<file path="config.mk">
export PLATFORM = sky130hd
export DESIGN_NAME = pipe_hazard_ctrl
export DESIGN_NICKNAME = d
export VERILOG_FILES = /design/src/rtl/pipe_pkg.sv /design/src/rtl/pipe_hazard_ctrl_fwd_unit.sv /design/src/rtl/pipe_hazard_ctrl.sv
export SDC_FILE = /design/constraint.sdc
export NUM_CORES = 1
export LEC_CHECK = 0
export ABC_AREA = 1
export BUFFER_PORTS_ARGS = -buffer_cell sky130_fd_sc_hd__buf_2
export CAP_MARGIN = 20
export CORE_ASPECT_RATIO = 1.5
export CORE_MARGIN = 2
export CORE_UTILIZATION = 50
export CTS_CLUSTER_SIZE = 10
export DETAILED_ROUTE_END_ITERATION = 10
export GPL_TIMING_DRIVEN = 0
export PLACE_DENSITY = 0.82
export SKIP_LAST_GASP = 1
export SLEW_MARGIN = 20
export SYNTH_ARGS = -nofsm -noshare
export SYNTH_HDL_FRONTEND = slang
export SYNTH_SLANG_ARGS = --single-unit
</file>
<file path="constraint.sdc">
create_clock -name clk -period 3.15 [get_ports clk]
set_input_delay 0.945 -clock clk [delete_from_list [all_inputs] [get_ports clk]]
set_output_delay 0.945 -clock clk [all_outputs]
set_load 0.03 [all_outputs]
</file>
<file path="src/rtl/pipe_pkg.sv">
// pipe_pkg
//   Shared definitions for the 5-stage pipeline sequencing logic:
//   controller state encoding, forwarding-select codes, register and
//   opcode constants, and the per-operand forwarding select function.
package pipe_pkg;

    typedef enum logic [1:0] {
        ST_RUN    = 2'd0,
        ST_DRAIN  = 2'd1,
        ST_HALTED = 2'd2
    } pipe_state_e;

    localparam logic [1:0] FWD_RF    = 2'b00;
    localparam logic [1:0] FWD_EXMEM = 2'b01;
    localparam logic [1:0] FWD_MEMWB = 2'b10;

    localparam logic [4:0] REG_ZERO = 5'd0;
    localparam logic [5:0] OP_HALT  = 6'b111111;

    // Youngest producer wins: EX/MEM result is newer than MEM/WB.
    // $0 is hard-wired, so it never forwards.
    function automatic logic [1:0] fwd_pick(
        input logic [4:0] src,
        input logic       mem_rw,
        input logic [4:0] mem_wreg,
        input logic       wb_rw,
        input logic [4:0] wb_wreg
    );
        logic [1:0] sel;
        sel = FWD_RF;
        if (src != REG_ZERO) begin
            if (mem_rw && (mem_wreg == src)) begin
                sel = FWD_EXMEM;
            end else if (wb_rw && (wb_wreg == src)) begin
                sel = FWD_MEMWB;
            end
        end
        return sel;
    endfunction

endpackage

</file>
<file path="src/rtl/pipe_hazard_ctrl_fwd_unit.sv">
// fwd_unit
//   Combinational EX-stage forwarding selects for ALU operands A and B.
//   Ports:
//     ex_rs_i, ex_rt_i         source registers of the instruction in EX
//     mem_regwrite_i/_wreg_i   pending write in EX/MEM
//     wb_regwrite_i/_wreg_i    pending write in MEM/WB
//     fwd_a_o, fwd_b_o         00 regfile, 01 EX/MEM, 10 MEM/WB
module fwd_unit
    import pipe_pkg::*;
(
    input  logic [4:0] ex_rs_i,
    input  logic [4:0] ex_rt_i,
    input  logic       mem_regwrite_i,
    input  logic [4:0] mem_wreg_i,
    input  logic       wb_regwrite_i,
    input  logic [4:0] wb_wreg_i,
    output logic [1:0] fwd_a_o,
    output logic [1:0] fwd_b_o
);

    assign fwd_a_o = fwd_pick(ex_rs_i, mem_regwrite_i, mem_wreg_i,
                              wb_regwrite_i, wb_wreg_i);
    assign fwd_b_o = fwd_pick(ex_rt_i, mem_regwrite_i, mem_wreg_i,
                              wb_regwrite_i, wb_wreg_i);

endmodule

</file>
<file path="src/rtl/pipe_hazard_ctrl.sv">
// pipe_hazard_ctrl
//   Pipeline sequencer for the 5-stage MIPS core. Produces per-stage
//   register enables and flushes, load-use stalls, forwarding selects,
//   data-memory busy freeze and the halt drain sequence.
//   Ports:
//     clk, rst                    clock, async active-high reset
//     id_*                        source fields / halt flag of ID instruction
//     ex_*                        sources, destination and controls of EX
//     mem_*, wb_*                 pending writes; mem_redirect = taken
//                                 branch/jump resolved in MEM
//     dmem_busy                   data memory not ready this cycle
//     pc_en .. memwb_en, *_flush  stage enables and bubble inserts
//     fwd_a, fwd_b                ALU operand selects
//     halted                      halt has retired
//     stall_cnt                   saturating count of pc_en=0 cycles
//
//   state     | meaning
//   ----------+----------------------------------------------------------
//   ST_RUN    | normal issue; stalls/redirects/halt detection active
//   ST_DRAIN  | halt left ID; fetch blocked while older work retires
//   ST_HALTED | halt retired in WB; everything frozen until reset
module pipe_hazard_ctrl
    import pipe_pkg::*;
#(
    parameter int CNT_W        = 16,
    parameter int DRAIN_CYCLES = 3
) (
    input  logic             clk,
    input  logic             rst,
    input  logic [4:0]       id_rs,
    input  logic [4:0]       id_rt,
    input  logic             id_uses_rt,
    input  logic             id_halt,
    input  logic [4:0]       ex_rs,
    input  logic [4:0]       ex_rt,
    input  logic             ex_regwrite,
    input  logic             ex_memread,
    input  logic [4:0]       ex_wreg,
    input  logic             mem_regwrite,
    input  logic [4:0]       mem_wreg,
    input  logic             mem_redirect,
    input  logic             wb_regwrite,
    input  logic [4:0]       wb_wreg,
    input  logic             dmem_busy,
    output logic             pc_en,
    output logic             ifid_en,
    output logic             ifid_flush,
    output logic             idex_en,
    output logic             idex_flush,
    output logic             exmem_en,
    output logic             exmem_flush,
    output logic             memwb_en,
    output logic [1:0]       fwd_a,
    output logic [1:0]       fwd_b,
    output logic             halted,
    output logic [CNT_W-1:0] stall_cnt
);

    localparam int DW = $clog2(DRAIN_CYCLES + 1);

    pipe_state_e      state_q, state_d;
    logic [DW-1:0]    drain_q, drain_d;
    logic [CNT_W-1:0] stall_cnt_q, stall_cnt_d;
    logic             stall_inc;
    logic             load_use;
    logic [1:0]       fwd_a_w, fwd_b_w;

    // Load-use detection only needs MemRead; RegWrite of the EX
    // instruction is implied for a load and not otherwise consulted.
    logic unused_ex_regwrite;
    assign unused_ex_regwrite = ex_regwrite;

    assign load_use = ex_memread && (ex_wreg != REG_ZERO) &&
                      ((ex_wreg == id_rs) || (id_uses_rt && (ex_wreg == id_rt)));

    fwd_unit u_fwd (
        .ex_rs_i        (ex_rs),
        .ex_rt_i        (ex_rt),
        .mem_regwrite_i (mem_regwrite),
        .mem_wreg_i     (mem_wreg),
        .wb_regwrite_i  (wb_regwrite),
        .wb_wreg_i      (wb_wreg),
        .fwd_a_o        (fwd_a_w),
        .fwd_b_o        (fwd_b_w)
    );

    // Forward selects are pure functions of the EX/MEM/WB fields, which
    // the freeze already holds steady; they are only masked during reset.
    assign fwd_a = rst ? FWD_RF : fwd_a_w;
    assign fwd_b = rst ? FWD_RF : fwd_b_w;

    always_comb begin
        state_d     = state_q;
        drain_d     = drain_q;
        stall_inc   = 1'b0;
        pc_en       = 1'b0;
        ifid_en     = 1'b0;
        ifid_flush  = 1'b0;
        idex_en     = 1'b0;
        idex_flush  = 1'b0;
        exmem_en    = 1'b0;
        exmem_flush = 1'b0;
        memwb_en    = 1'b0;
        halted      = 1'b0;

        if (!rst) begin
            case (state_q)
                ST_RUN, ST_DRAIN: begin
                    if (dmem_busy) begin
                        stall_inc = 1'b1;
                    end else if (mem_redirect) begin
                        pc_en       = 1'b1;
                        ifid_en     = 1'b1;
                        idex_en     = 1'b1;
                        exmem_en    = 1'b1;
                        memwb_en    = 1'b1;
                        ifid_flush  = 1'b1;
                        idex_flush  = 1'b1;
                        exmem_flush = 1'b1;
                        // A halt seen during drain was on the wrong path.
                        state_d     = ST_RUN;
                        drain_d     = '0;
                    end else if (state_q == ST_DRAIN) begin
                        // ID only ever holds bubbles here, so load-use and
                        // a further halt are not considered.
                        ifid_en    = 1'b1;
                        ifid_flush = 1'b1;
                        idex_en    = 1'b1;
                        exmem_en   = 1'b1;
                        memwb_en   = 1'b1;
                        stall_inc  = 1'b1;
                        drain_d    = drain_q - DW'(1);
                        if (drain_q == DW'(1)) begin
                            state_d = ST_HALTED;
                        end
                    end else if (load_use) begin
                        idex_en    = 1'b1;
                        idex_flush = 1'b1;
                        exmem_en   = 1'b1;
                        memwb_en   = 1'b1;
                        stall_inc  = 1'b1;
                    end else if (id_halt) begin
                        ifid_en    = 1'b1;
                        ifid_flush = 1'b1;
                        idex_en    = 1'b1;
                        exmem_en   = 1'b1;
                        memwb_en   = 1'b1;
                        stall_inc  = 1'b1;
                        state_d    = ST_DRAIN;
                        drain_d    = DW'(DRAIN_CYCLES);
                    end else begin
                        pc_en    = 1'b1;
                        ifid_en  = 1'b1;
                        idex_en  = 1'b1;
                        exmem_en = 1'b1;
                        memwb_en = 1'b1;
                    end
                end
                ST_HALTED: begin
                    halted = 1'b1;
                end
                default: begin
                    state_d = ST_RUN;
                    drain_d = '0;
                end
            endcase
        end
    end

    assign stall_cnt_d = (stall_inc && (stall_cnt_q != '1)) ?
                         stall_cnt_q + CNT_W'(1) : stall_cnt_q;

    always_ff @(posedge clk or posedge rst) begin
        if (rst) begin
            state_q     <= ST_RUN;
            drain_q     <= '0;
            stall_cnt_q <= '0;
        end else begin
            state_q     <= state_d;
            drain_q     <= drain_d;
            stall_cnt_q <= stall_cnt_d;
        end
    end

    assign stall_cnt = stall_cnt_q;

endmodule

</file>
* Word-level counts from Yosys, hierarchy flattened
Cells that the tools add are included.
Storage, ports and cells: register bits after elaboration 20, bits of input ports 45, output and inout bits 29, word-level logic and storage cells 99
Cells by class: add/sub/neg operators 2, equality and inequality tests 14, mux-type cells 62, bitwise gates (word level) 2, reduce and logical (&&, ||, !) cells 16
Operators by type and width (count):
- two-way mux 1 bit | 41
- two-way mux 2 bit | 19
- == test 5 bit | 6
- adder 16 x 1 -> 16 bit (second input constant) | 1
- inequality test 16 bit (second input constant) | 1
- nonzero test 5 bit | 3
- inequality test 4 bit (second input constant) | 3
- logical AND 1 bit | 8
- one-hot mux 2 bit (2 select lines) | 2
- AND reduction 6 bit | 1
- AND reduction 5 bit | 1
- == test 2 x 1 -> 1 bit (second input constant) | 2
- == test 2 bit (second input constant) | 1
- zero test 2 bit | 1
- inequality test 2 bit (second input constant) | 1
- inverter 1 bit | 2
- OR reduction 2 bit | 1
- subtractor 2 x 1 -> 2 bit (second input constant) | 1
- logical OR 1 bit | 1

* Depth between registers and ports, before layout
Gate-level depths: netlist of the first run.
word-level depth 11, gate-level depth with buffers 12, depth with buffers taken out 12

* Modules after synthesis
Synthesis of the first run repeated with hierarchy kept, for this count alone.
Second synthesis, totals: cell total of the unflattened synthesis 362, area, all modules 2054.5 sq um
Modules (own cells, without submodules):
- pipe_hazard_ctrl | instances 1, cells an instance 255, area each 1612.8 sq um, seq. area each 500.5 sq um
- fwd_unit | instances 1, cells an instance 107, area each 441.7 sq um, seq. area each 0.0 sq um

* Least setup slack after synthesis of the first run
OpenSTA, ideal clock, no wires.
kind input -> output, start point input port rst, end point output port fwd_a[1], data arrival time 2.452 ns, data required time 2.205 ns, setup slack -0.247 ns, stages on the path 6, buffers on the path 1, cell sequence clkbuf_1 inv_1 nand2_1 nor4_1 nand3_1 nor2_1
Between the ends: cells in the longest elaborated chain, start to end 1
Ends and longest elaborated chain:
- start, declared | line pipe_hazard_ctrl.sv:29 | input logic rst,
- two-way mux 2 bit | line pipe_hazard_ctrl.sv:89 | assign fwd_a = rst ? FWD_RF : fwd_a_w;
- end, declared | line pipe_hazard_ctrl.sv:53 | output logic [1:0] fwd_a,
No other way between the ends.

* Worst setup path in the final report of the first run
start point input port ex_rs[0], end point output port fwd_a[0]
Between the ends: cells in the longest elaborated chain, start to end 5, elaborated cells between the ends (all ways) 6, classes of those cells eq/ne: 1; mux: 3; reduce/logical: 2
Ends and longest elaborated chain:
- start, declared | line pipe_hazard_ctrl.sv:34 | input logic [4:0] ex_rs,
- == test 5 bit | line pipe_pkg.sv:32 | if (mem_rw && (mem_wreg == src)) begin
- logical AND 1 bit | line pipe_pkg.sv:32
- two-way mux 2 bit | line pipe_pkg.sv:32
- two-way mux 2 bit (*) | line pipe_pkg.sv:31 | if (src != REG_ZERO) begin
- two-way mux 2 bit (*) | line pipe_hazard_ctrl.sv:89
Mark *: on every way between the ends. The rest lies on a longest branch, timed or not.

==> metrics.md, run 1 <==
| Metric | Value |
|---|---|
| Status | finished clean |
| Initial Util | 52.1% |
| Worst rel slew slack | 66.3% |
| Initial antenna violation count | 0 |
| Layout cells sized above 1 | 28.9% |
| Worst VDD drop | 0.400 mV |
| Die Y | 79.9 µm |
| Core ar. | approximately 3700 µm² |
| Final core utilization | roughly two thirds |
| Syn nets | 349 |
| Post-synthesis sequential area ratio | 26.1% |
| CTS H-tree depth | 1 |
| NumNets Final | 428 |
| Vias per inst | 5.20 |
| Count of max-cap constraint violations | 0 |
| Filler instances | 349 |
| Most common cell after layout, fill and taps aside | nand2_1 |
| Clk_lat worst skew | approximately 0.26 ns |
| Final Cycle Share | 98.2% |
| CTS tree | done |
| DRT iter0 DRCs | 46 |
| Worst Max-Slew Pin Slew | around 0.5 ns |
| Worst Setup Start Kind | primary input |
| Die width | around 55 µm |
| Required @ worst endpoint | ~2.2 ns |
| Post-route insts no fill | ~420 |
| Gr ovfl total | 0 |
| First-pass DRT Iterations | 4 |
| Total global-route track usage | 23.7% |
| Vias in the first global route | approximately 2,000 |
| # rows | 27 |
| Max Slew Vio Count | 0 |
| Routed Antenna Nets | 0 |
| Tmin final | 3.09 ns |
| Area growth syn-to-layout | 27.1% |
| Post-synthesis cell count | 302 |
| IO buf count | between 70 and 80 |
| GP Congestion | 0.896 |
| Cell count after placement | 416 |
| Worst-path clk slew | 0.07 ns |
| Type of the worst setup path | in2out |
| Most frequent cells in the layout | 89 x nand2_1, 71 x buf_2, 52 x inv_1 |
| Max Fclk | 323 MHz |
| WL per Instance | 11.5 µm |
| RSZ-0062 raised after global routing | yes |
| Number of synthesis warnings | 0 |
| Netlist Area Pre-Place | 1920 µm² |
| Crit path capture type | output pin |
| Num CTS Buffers | 3 |
| Final hold violation count | 0 |
| TritonCTS Sinks | 20 |
| Pleak | 1.40 nW |
| HP Class | reg2reg |
| Root Driver | clkbuf_8 |
| HPWL Detailed | 3830 µm |
| Worst endpoint data arrival time | ~2.2 ns |
| Final setup violation count | 0 |
| Pin count of the biggest net entering global routing | 12 |
| Post-synth cell types | 30 |
| Mean Syn Cell Area | ~6.4 µm² |
| PwrDens | 409 nW/µm² |
| DRC Markers | 0 |
| Clk buf depth | 2 |
| Global-route wire length before repair | between 7000 and 8000 µm |
| Vias after detailed routing | between 2,000 and 2,500 |
| Worst-case clock skew | 0.00145 ns |
| Crit-path max FO | 3 |
| DRT Wirelength | 4890 µm |
| FF+latch count, synth | 20 |
| DIE AREA | roughly 4400 µm² |
| I/O Pins | 74 |
| ANT cells | 0 |
## worst max-delay path, stage by stage
cell and delay, ns:
buf_2 0.12, inv_1 0.10, nor2_1 0.05, inv_1 0.04, o2111ai_1 0.14, nor4_2 0.22
nor3b_1 0.28, buf_2 0.25
## cells in the mapped netlist
cell type | n | area share [%]
a31oi_1 | 1 | 0.33
nor2_2 | 3 | 0.98
nand3_1 | 19 | 5.0
nor3_2 | 1 | 0.52
inv_1 | 53 | 10
buf_2 | 1 | 0.26
a221oi_1 | 3 | 1.4
nand3_2 | 4 | 2.1
xor2_1 | 10 | 4.6
nand3_4 | 2 | 1.8
inv_2 | 3 | 0.59
nor4_1 | 5 | 1.6
buf_6 | 4 | 2.3
clkbuf_1 | 1 | 0.20
a211oi_1 | 1 | 0.39
nor2_4 | 1 | 0.59
o22ai_1 | 4 | 1.3
nor3_1 | 4 | 1.0
dfrtp_1 | 20 | 26
nand2_1 | 89 | 17
nand4_1 | 18 | 5.9
o2111ai_1 | 2 | 0.91
xnor2_1 | 4 | 1.8
a21oi_1 | 4 | 1.0
nor3b_1 | 2 | 0.78
buf_4 | 3 | 1.2
nor2_1 | 28 | 5.5
ha_1 | 2 | 1.3
o21ai_0 | 7 | 1.8
nand2_2 | 3 | 0.98
## power by group
part	switching (mW)	total, mW	internal (mW)
combinational	0.286	0.445	0.159
clock	0.0842	0.196	0.111
sequential	0.0513	0.356	0.305
## routing by layer
metal  GRT usage, %  share of wire [%]  up-vias  wire, µm
met1           26.9                 41      973      1990
li1               -                  -     1123         -
met4           8.25                1.3        0        65
met2           43.6                 52       93      2550
met5              0                  0        -         0
met3           2.06                5.7       10       277
## worst paths after layout
path	startpoint	endpoint	slack, ns	cells after the start
worst max-delay path	ex_rs[0]	fwd_a[0]	0.06	8
worst min-delay path	drain_q[1]$_DFFE_PP0P_	drain_q[1]$_DFFE_PP0P_	0.49	2
worst max register to register	stall_cnt[0]$_DFFE_PP0P_	stall_cnt[10]$_DFFE_PP0P_	1.47	11
worst min register to register	drain_q[1]$_DFFE_PP0P_	drain_q[1]$_DFFE_PP0P_	0.49	2
max in group asynchronous	rst	stall_cnt[0]$_DFFE_PP0P_	2.03	2
min in group asynchronous	rst	stall_cnt[14]$_DFFE_PP0P_	0.84	2
## sequential cells by signal, indices dropped and copies added (netlist names)
| name | count |
|---|---|
| stall_cnt | 16 |
| drain_q | 2 |
| state_q | 2 |
## area by class of cell
class	instances	area, µm²	share of cell area [%]
flip-flops and latches	20	500	20.5
well taps	43	53.8	2.21
clock buffers	4	55.1	2.26
repair inverters	1	5.00	0.205
repair buffers	73	373	15.3
inverters	56	214	8.77
multi-input cells	217	1160	47.4
plain buffers	9	81.3	3.33
## through the flow
step	setup WS [ns]	power (mW)	TNS, ns	area, µm²	hold WS, ns
floorplan	-0.0285	0.665	-0.0285	1930	0.453
global placement	-0.222	0.784	-0.420	2330	0.476
detailed placement	-0.220	0.796	-0.433	2330	0.482
CTS	0.00349	0.998	0	2420	0.498
global route	-0.0518	1.06	-0.0658	2440	0.544
finish	0.0562	0.997	0	2440	0.489
## what timing repair did
item,CTS,global route
hold buffers,0,0
cloned,1,0
buffers inserted,2,0
resized for setup,2,8
setup endpoints to repair,3,8
## cell families (layout without fill, tap and decap cells)
| family | count (synthesis) | after routing | share of synthesized area, % |
|---|---|---|---|
| AND/OR/NAND/NOR | 179 | 179 | 44.1 |
| adder cells (fa/ha/maj) | 2 | 2 | 1.30 |
| flip-flops | 20 | 20 | 26.1 |
| XOR/XNOR | 14 | 14 | 6.39 |
| AO/OA/AOI/OAI | 22 | 22 | 7.17 |
| buffers and inverters | 65 | 143 | 14.9 |
(Power assumes the default switching activity.)
==> run 2: changes to the inputs <==
CORE_ASPECT_RATIO = 1.1   (was 1.5)
==> metrics.md, run 2 (synthesized netlist as in run 1, its figures left out) <==
| Metric | Value |
|---|---|
| Total global-route track usage | 23.5% (-0.20 points) |
| Die width | 63.1 µm (+16%) |
| Layer with the highest usage | met2 |
| Worst reg-to-reg setup slack | 1.45 ns (-0.02 ns) |
| Vias per inst | 5.06 (-2.6%) |
| Worst R2R Path Depth | 11 (unchanged) |
| IO buf count | 71 (unchanged) |
| Post-route insts no fill | 432 (+2.1%) |
| Largest stage delay, worst path | 0.28 ns (about the same) |
| Die Y | 69.0 µm (-14%) |
| Type of the worst setup path | in2out |
| Worst-path clk slew | 0.07 ns (about the same) |
| WL per Instance | 11.3 µm (-2.3%) |
| NumNets Final | 430 (+0.47%) |
| Tmin final | 3.02 ns (-0.0702 ns) |
| Reg2reg end | stall_cnt[10]$_DFFE_PP0P_ |
| Vias after detailed routing | 2,187 (-0.55%) |
| HP Class | reg2reg |
| First-pass DRT Iterations | 4 (unchanged) |
| Clk pwr share | 19.7% (about the same) |
| Clk buf depth | 2 (unchanged) |
| # rows | 23 (-15%) |
| Final instance area | 2460 µm² (+0.72%) |
| DRT Wirelength | 4870 µm (-0.23%) |
| RSZ-0062 raised after global routing | yes |
| GP Congestion | 0.911 (+1.6%) |
| Sw Share | 42.6% (+0.32 points) |
| Worst Setup Start Kind | primary input |
| # hold bufs at CTS | 0 (unchanged) |
| Worst Max-Slew Pin Slew | 0.558 ns (+0.0554 ns) |
| Endpoint, Worst Hold | stall_cnt[15]$_DFFE_PP0P_ |
| Layout cells sized above 1 | 28.5% (-0.41 points) |
| GRT met1 Usage | 28.8% (+1.9 points) |
| Placed cell area | 2340 µm² (+0.38%) |
| CP dominant cell by count | inv_1 |
| Final Cycle Share | 96.0% (-2.2 points) |
| Gr ovfl total | 0 (unchanged) |
| PwrDens | 411 nW/µm² (+0.54%) |
| DRT iter0 DRCs | 136 (+200%) |
| Worst rel slew slack | 62.8% (-3.5 points) |
| Vias in the first global route | 1,978 (+1.1%) |
| Root Driver | clkbuf_8 |
| Reg-to-Reg Start | stall_cnt[0]$_DFFE_PP0P_ |
| Final hold violation count | 0 (unchanged) |
| Crit path capture type | output pin |
| Pleak | 1.40 nW (+0.42%) |
| HPWL Detailed | 3720 µm (-3.0%) |
| Pin count of the biggest net entering global routing | 12 (unchanged) |
| ANT cells | 0 (unchanged) |
| Num CTS Buffers | 3 (unchanged) |
| Global-route wire length before repair | 8270 µm (+4.9%) |
| TritonCTS Sinks | 20 (unchanged) |
| Routed Antenna Nets | 0 (unchanged) |
| CTS H-tree depth | 1 (unchanged) |
| Routing usage on met2 | 44.1% (+0.58 points) |
| Max reg flops | 16 (unchanged) |
| Area growth syn-to-layout | 28.0% |
| Hold path start | stall_cnt[15]$_DFFE_PP0P_ |
| Met3 GRT Util | 4.22% (+2.2 points) |
| Status | finished clean |
| Cell count after placement | 423 (+1.7%) |
| Crit path buf inv count | 4 (unchanged) |
| CP max-delay cell | nor2_4 |
| Worst VDD drop | 0.453 mV (+13%) |
| Seq pwr share | 35.2% (-0.5 points) |
| I/O Pins | 74 (unchanged) |
| Final core utilization | 67.2% (+0.98 points) |
| Comb power frac | 45.0% (+0.3 points) |
| Max Slew Vio Count | 0 (unchanged) |
| Initial antenna violation count | 0 (unchanged) |
| Most common cell after layout, fill and taps aside | nand2_1 |
| Initial Util | 52.5% (+0.39 points) |
| Count of max-cap constraint violations | 0 (unchanged) |
| Core ar. | 3650 µm² (-0.75%) |
| CTS tree | done |
| P_int | 580 µW (+0.70%) |
| Crit-path leading delay family | buffers and inverters |
| Crit-path max FO | 8 (+5) |
| Worst-case clock skew | 0.00584 ns (+0.00439 ns) |
| P_sw | 430 µW (+2.0%) |
| DIE AREA | 4350 µm² (-0.21%) |
| Max Fclk | 331 MHz (+2.3%) |
| Required @ worst endpoint | 2.20 ns (about the same) |
| Most frequent cells in the layout | 89 x nand2_1, 71 x buf_2, 52 x inv_1 |
| Crit-path cells | clkbuf_1 -> nor2_4 -> nand2_1 -> inv_1 -> o21ai_0 -> inv_1 -> buf_2 |
| Worst Hold Depth | 2 (unchanged) |
| Final setup violation count | 0 (unchanged) |
| Power Total | 1.01 mW (+1.3%) |
| Clk_lat worst skew | 0.26 ns (about the same) |
| Worst endpoint data arrival time | 2.08 ns (-0.07 ns) |
| DRC Markers | 0 (unchanged) |
run 2: changes by cell type in the layout (fill, tap and decap cells not counted):
cell	delta
clkbuf_1	+1
clkbuf_2	-1
nor2_1	+2
nor2_2	-2
buf_4	+2
run 2: power groups by stage:
stage	sequential (mW)	clock, mW	combinational (mW)
2_1_floorplan	0.407	0	0.258
3_3_place_gp	0.358	0	0.425
3_5_place_dp	0.359	0	0.437
4_1_cts	0.354	0.201	0.447
5_1_grt	0.365	0.209	0.505
6_report	0.356	0.199	0.454
run 2: timing repair:
item                       4_1_cts  5_1_grt
pin swaps                        0        1
setup endpoints to repair        3        7
hold endpoints to repair         0        0
gates cloned                     1        0
buffers inserted                 2        2
gates resized for setup          2        4
run 2: worst max-delay path by stage:
stage	from	to	slack, ns	cells after the start
6_report	rst	ifid_en	0.13	7
5_1_grt	rst	ifid_en	-0.03	7
3_3_place_gp	rst	fwd_a[1]	-0.22	7
3_5_place_dp	rst	fwd_a[1]	-0.24	7
4_1_cts	rst	ifid_en	0.01	7
2_1_floorplan	mem_wreg[3]	fwd_a[0]	-0.03	5
run 2: worst reg2reg max path, stage by stage (launching register included):
cell	delay (ns)
dfrtp_1	0.42
ha_1	0.26
nand2_1	0.07
inv_1	0.06
nand2_2	0.08
nor2_2	0.04
nand3_1	0.12
nand3_1	0.15
nor2_1	0.22
nand3_2	0.09
nand2_1	0.06
nand2_1	0.04
run 2: layout make-up:
class / count / area [µm²]
Fill cell: 366 / 1200
Multi-Input combinational cell: 217 / 1150
Sequential cell: 20 / 500
Timing Repair Buffer: 75 / 388
Inverter: 56 / 214
Buffer: 9 / 80.1
Tap cell: 50 / 62.6
Clock buffer: 4 / 55.1
Timing Repair inverter: 1 / 5.00
run 2: metal layers:
layer  vias up  share of wire (%)
met5         -                  0
met4         0                1.4
met3        10                6.4
met2        80                 49
met1       969                 43
li1       1128                  -
run 2: per-stage QoR:
step | setup TNS [ns] | hold WS (ns) | setup slack, ns
final | 0 | 0.499 | 0.126
after global routing | -0.0259 | 0.542 | -0.0259
after CTS | 0 | 0.503 | 0.0126
after detailed placement | -0.489 | 0.485 | -0.237
after global placement | -0.436 | 0.477 | -0.225
after floorplan | -0.0285 | 0.453 | -0.0285
==> run 3: changes to the inputs <==
PLACE_DENSITY = 0.8   (was 0.82)
SYNTH_HIERARCHICAL = 1   (was default)
==> metrics.md, run 3 <==
| Metric | Value |
|---|---|
| Area growth syn-to-layout | 26.3% |
| Type of the worst setup path | in2out |
| Crit path capture type | output pin |
| PwrDens | 421 nW/µm² (+2.5%) |
| Status | finished clean |
| Area leader, netlist | nand2_1 |
| Worst Setup Start Kind | primary input |
| P_int | 641 µW (+11%) |
| Worst setup path startpoint | ex_wreg[3] |
| Cell with the most instances after synthesis | nand2_1 |
| HPWL Detailed | 4120 µm (+11%) |
| CTS H-tree depth | 1 (unchanged) |
| GP Congestion | 0.889 (-2.4%) |
| Total global-route track usage | 24.1% (+0.52 points) |
| Final core utilization | 65.5% (-1.8 points) |
| Pleak | 1.53 nW (+9.0%) |
| Sw Share | 41.3% (-1.3 points) |
| Largest stage delay, worst path | 0.18 ns (-0.10 ns) |
| Vias per inst | 5.07 (+0.20%) |
| Crit-path leading delay family | simple AND/OR/NAND/NOR gates |
| Root Driver | clkbuf_8 |
| Max reg flops | 16 (unchanged) |
| DRT Wirelength | 5290 µm (+8.5%) |
| DIE AREA | 4640 µm² (+6.6%) |
| Final hold violation count | 0 (unchanged) |
| Power Total | 1.09 mW (+8.3%) |
| Initial Util | 51.8% (-0.69 points) |
| Top FF cell, synth | dfrtp_1 |
| Final Cycle Share | 95.7% (-0.33 points) |
| Worst VDD drop | 0.208 mV (-54%) |
| CP max-delay cell | buf_4 |
| Vias in the first global route | 2,161 (+9.3%) |
| Yosys top cell area share | 25.4% (-0.68 points) |
| Final setup violation count | 0 (unchanged) |
| Worst-case clock skew | 0.00799 ns (+0.00215 ns) |
| Worst rel slew slack | 48.0% (-15 points) |
| Crit path buf inv count | 4 (unchanged) |
| Post-placement setup slack | -0.0260 ns (+0.211 ns) |
| Num CTS Buffers | 3 (unchanged) |
| Final WS setup | 0.137 ns (+0.0103 ns) |
| Seq pwr share | 32.7% (-2.5 points) |
| Tmin final | 3.01 ns (-0.0103 ns) |
| Post-synthesis cell count | 362 (+20%) |
| Core ar. | 3960 µm² (+8.5%) |
| Clk pwr share | 24.0% (+4.3 points) |
| FF+latch count, synth | 20 (unchanged) |
| Routed Antenna Nets | 0 (unchanged) |
| I/O Pins | 74 (unchanged) |
| Post-synth cell types | 27 (-10%) |
| RSZ-0062 raised after global routing | no |
| Max Slew Vio Count | 0 (unchanged) |
| Netlist Area Pre-Place | 2050 µm² (+7.0%) |
| Post-synth top cells | 139 x nand2_1, 56 x inv_1, 38 x nor2_1 |
| Count of max-cap constraint violations | 0 (unchanged) |
| # rows | 24 (+4.3%) |
| Post-synthesis sequential area ratio | 24.4% (-1.7 points) |
| Filler instances | 395 (+7.9%) |
| Placed cell area | 2470 µm² (+5.6%) |
| Worst endpoint data arrival time | 2.07 ns (about the same) |
| NumNets Final | 490 (+14%) |
| ANT cells | 0 (unchanged) |
| Syn nets | 409 (+17%) |
| Worst-path clk slew | 0.07 ns (about the same) |
| Max Fclk | 332 MHz (+0.34%) |
| Post-synth EDFFs | 0 (unchanged) |
| P_sw | 452 µW (+5.0%) |
| Final instance area | 2590 µm² (+5.6%) |
| Hold path start | drain_q[1]$_DFFE_PP0P_ |
| WL per Instance | 10.7 µm (-5.1%) |
| IO buf count | 71 (unchanged) |
| DRC Markers | 0 (unchanged) |
| Layout cells sized above 1 | 26.7% (-1.8 points) |
| Global-route wire length before repair | 9030 µm (+9.2%) |
| HP Class | reg2reg |
| Crit-path cells | buf_2 -> inv_2 -> nand2_1 -> nand2_1 -> nor2_1 -> nand3_1 -> nand2_2 -> nand3_2 -> nand3_4 -> buf_8 -> nor3_2 -> buf_4 |
| Vias after detailed routing | 2,506 (+15%) |
| First-pass DRT Iterations | 4 (unchanged) |
| # hold bufs at CTS | 0 (unchanged) |
| Initial antenna violation count | 0 (unchanged) |
| CTS tree | done |
| Clk buf depth | 2 (unchanged) |
| Required @ worst endpoint | 2.20 ns (about the same) |
| TritonCTS Sinks | 20 (unchanged) |
| CP dominant cell by count | nand2_1 |
| Gr ovfl total | 0 (unchanged) |
| Clk_lat worst skew | 0.26 ns (about the same) |
| Reg-to-Reg Start | stall_cnt[0]$_DFFE_PP0P_ |
| Die width | 65.1 µm (+3.2%) |
| Async SR Flop Fraction | 100% (unchanged) |
| Crit-path max FO | 6 (-2) |
| Most frequent cells in the layout | 139 x nand2_1, 73 x buf_2, 55 x inv_1 |
| Worst Max-Slew Pin Slew | 0.779 ns (+0.220 ns) |
| DRT iter0 DRCs | 185 (+36%) |
| Top cells by area, synth | nand2_1 25%, dfrtp_1 24%, inv_1 10% |
| Pin count of the biggest net entering global routing | 21 (+9) |
| Mean Syn Cell Area | 5.68 µm² (-11%) |
| Number of synthesis warnings | 6 (+6) |
| Die Y | 71.2 µm (+3.3%) |
| Most common cell after layout, fill and taps aside | nand2_1 |
| Comb power frac | 43.4% (-1.6 points) |
-- run 3: changes by cell type in the layout (fill, tap and decap cells not counted), moves of 4 or more --
| cell | before | now |
|---|---|---|
| nand4_1 | 18 | 22 |
| nor2_1 | 27 | 38 |
| nand2_1 | 89 | 139 |
| xor2_1 | 10 | 3 |
| nand3_1 | 19 | 25 |
| inv_2 | 3 | 14 |
| o22ai_1 | 4 | 0 |
-- run 3: worst paths after layout --
path / depth (start not counted) / endpoint / slack, ns
setup / recovery: 12 / pc_en / 0.14
max in group asynchronous: 2 / stall_cnt[15]$_DFFE_PP0P_ / 1.65
hold / removal: 2 / drain_q[1]$_DFFE_PP0P_ / 0.49
hold reg to reg: 2 / drain_q[1]$_DFFE_PP0P_ / 0.49
setup reg to reg: 9 / stall_cnt[2]$_DFFE_PP0P_ / 1.40
min in group asynchronous: 2 / stall_cnt[6]$_DFFE_PP0P_ / 1.00
-- run 3: power groups by stage --
stage	clock network, mW	registers (mW)	logic, mW
after floorplan	0	0.407	0.267
after global placement	0	0.357	0.436
after detailed placement	0	0.360	0.449
after CTS	0.265	0.356	0.454
after global routing	0.274	0.365	0.530
final	0.262	0.357	0.474
-- run 3: worst reg2reg max path: cells and delay by family (launching register included) --
family	cells	cell delay (ns)
AND/OR/NAND/NOR	8	1.06
flip-flops	1	0.41
adder cells (fa/ha/maj)	1	0.22
-- run 3: layout make-up --
class                      instances  area [µm²]  area share [%]
timing repair buffer              76         395            15.2
tap                               52        65.1            2.51
clock inverter                     1        30.0            1.16
buffer                             8        63.8            2.46
sequential                        20         500            19.3
inverter                          69         259            9.98
multi-input combinational        265        1240            47.8
clock buffer                       3        41.3            1.59
-- run 3: what timing repair did --
item	in CTS	in global routing
setup buffers	0	5
resized for setup	2	3
pin swaps	0	0
setup endpoints to repair	2	1
-- run 3: cells by family (layout without fill, tap and decap cells) --
family	count (synthesis)	count (layout)	share of synthesized area, %
buffers and inverters	77	157	15.5
adders and majority gates	2	2	1.22
xor gates and xnor gates	5	5	2.13
AOI/OAI and AO/OA	12	12	3.04
DFF	20	20	24.4
and+or+nand+nor	246	246	53.7
-- run 3: per-stage QoR --
stage,cells,hold WS (ns),TNS (ns)
finish,494,0.492,0
global route,494,0.515,0
CTS,489,0.496,-0.00254
detailed placement,485,0.478,-0.0260
global placement,485,0.474,-0.0410
floorplan,362,0.453,0
-- run 3: metal layers --
layer,part of all wire [%],global-route usage [%],vias up
met4,1.7,7.64,0
met2,50,42.2,96
met1,42,31.1,1120
met3,6.7,2.67,12
met5,0,0,-
li1,-,-,1278
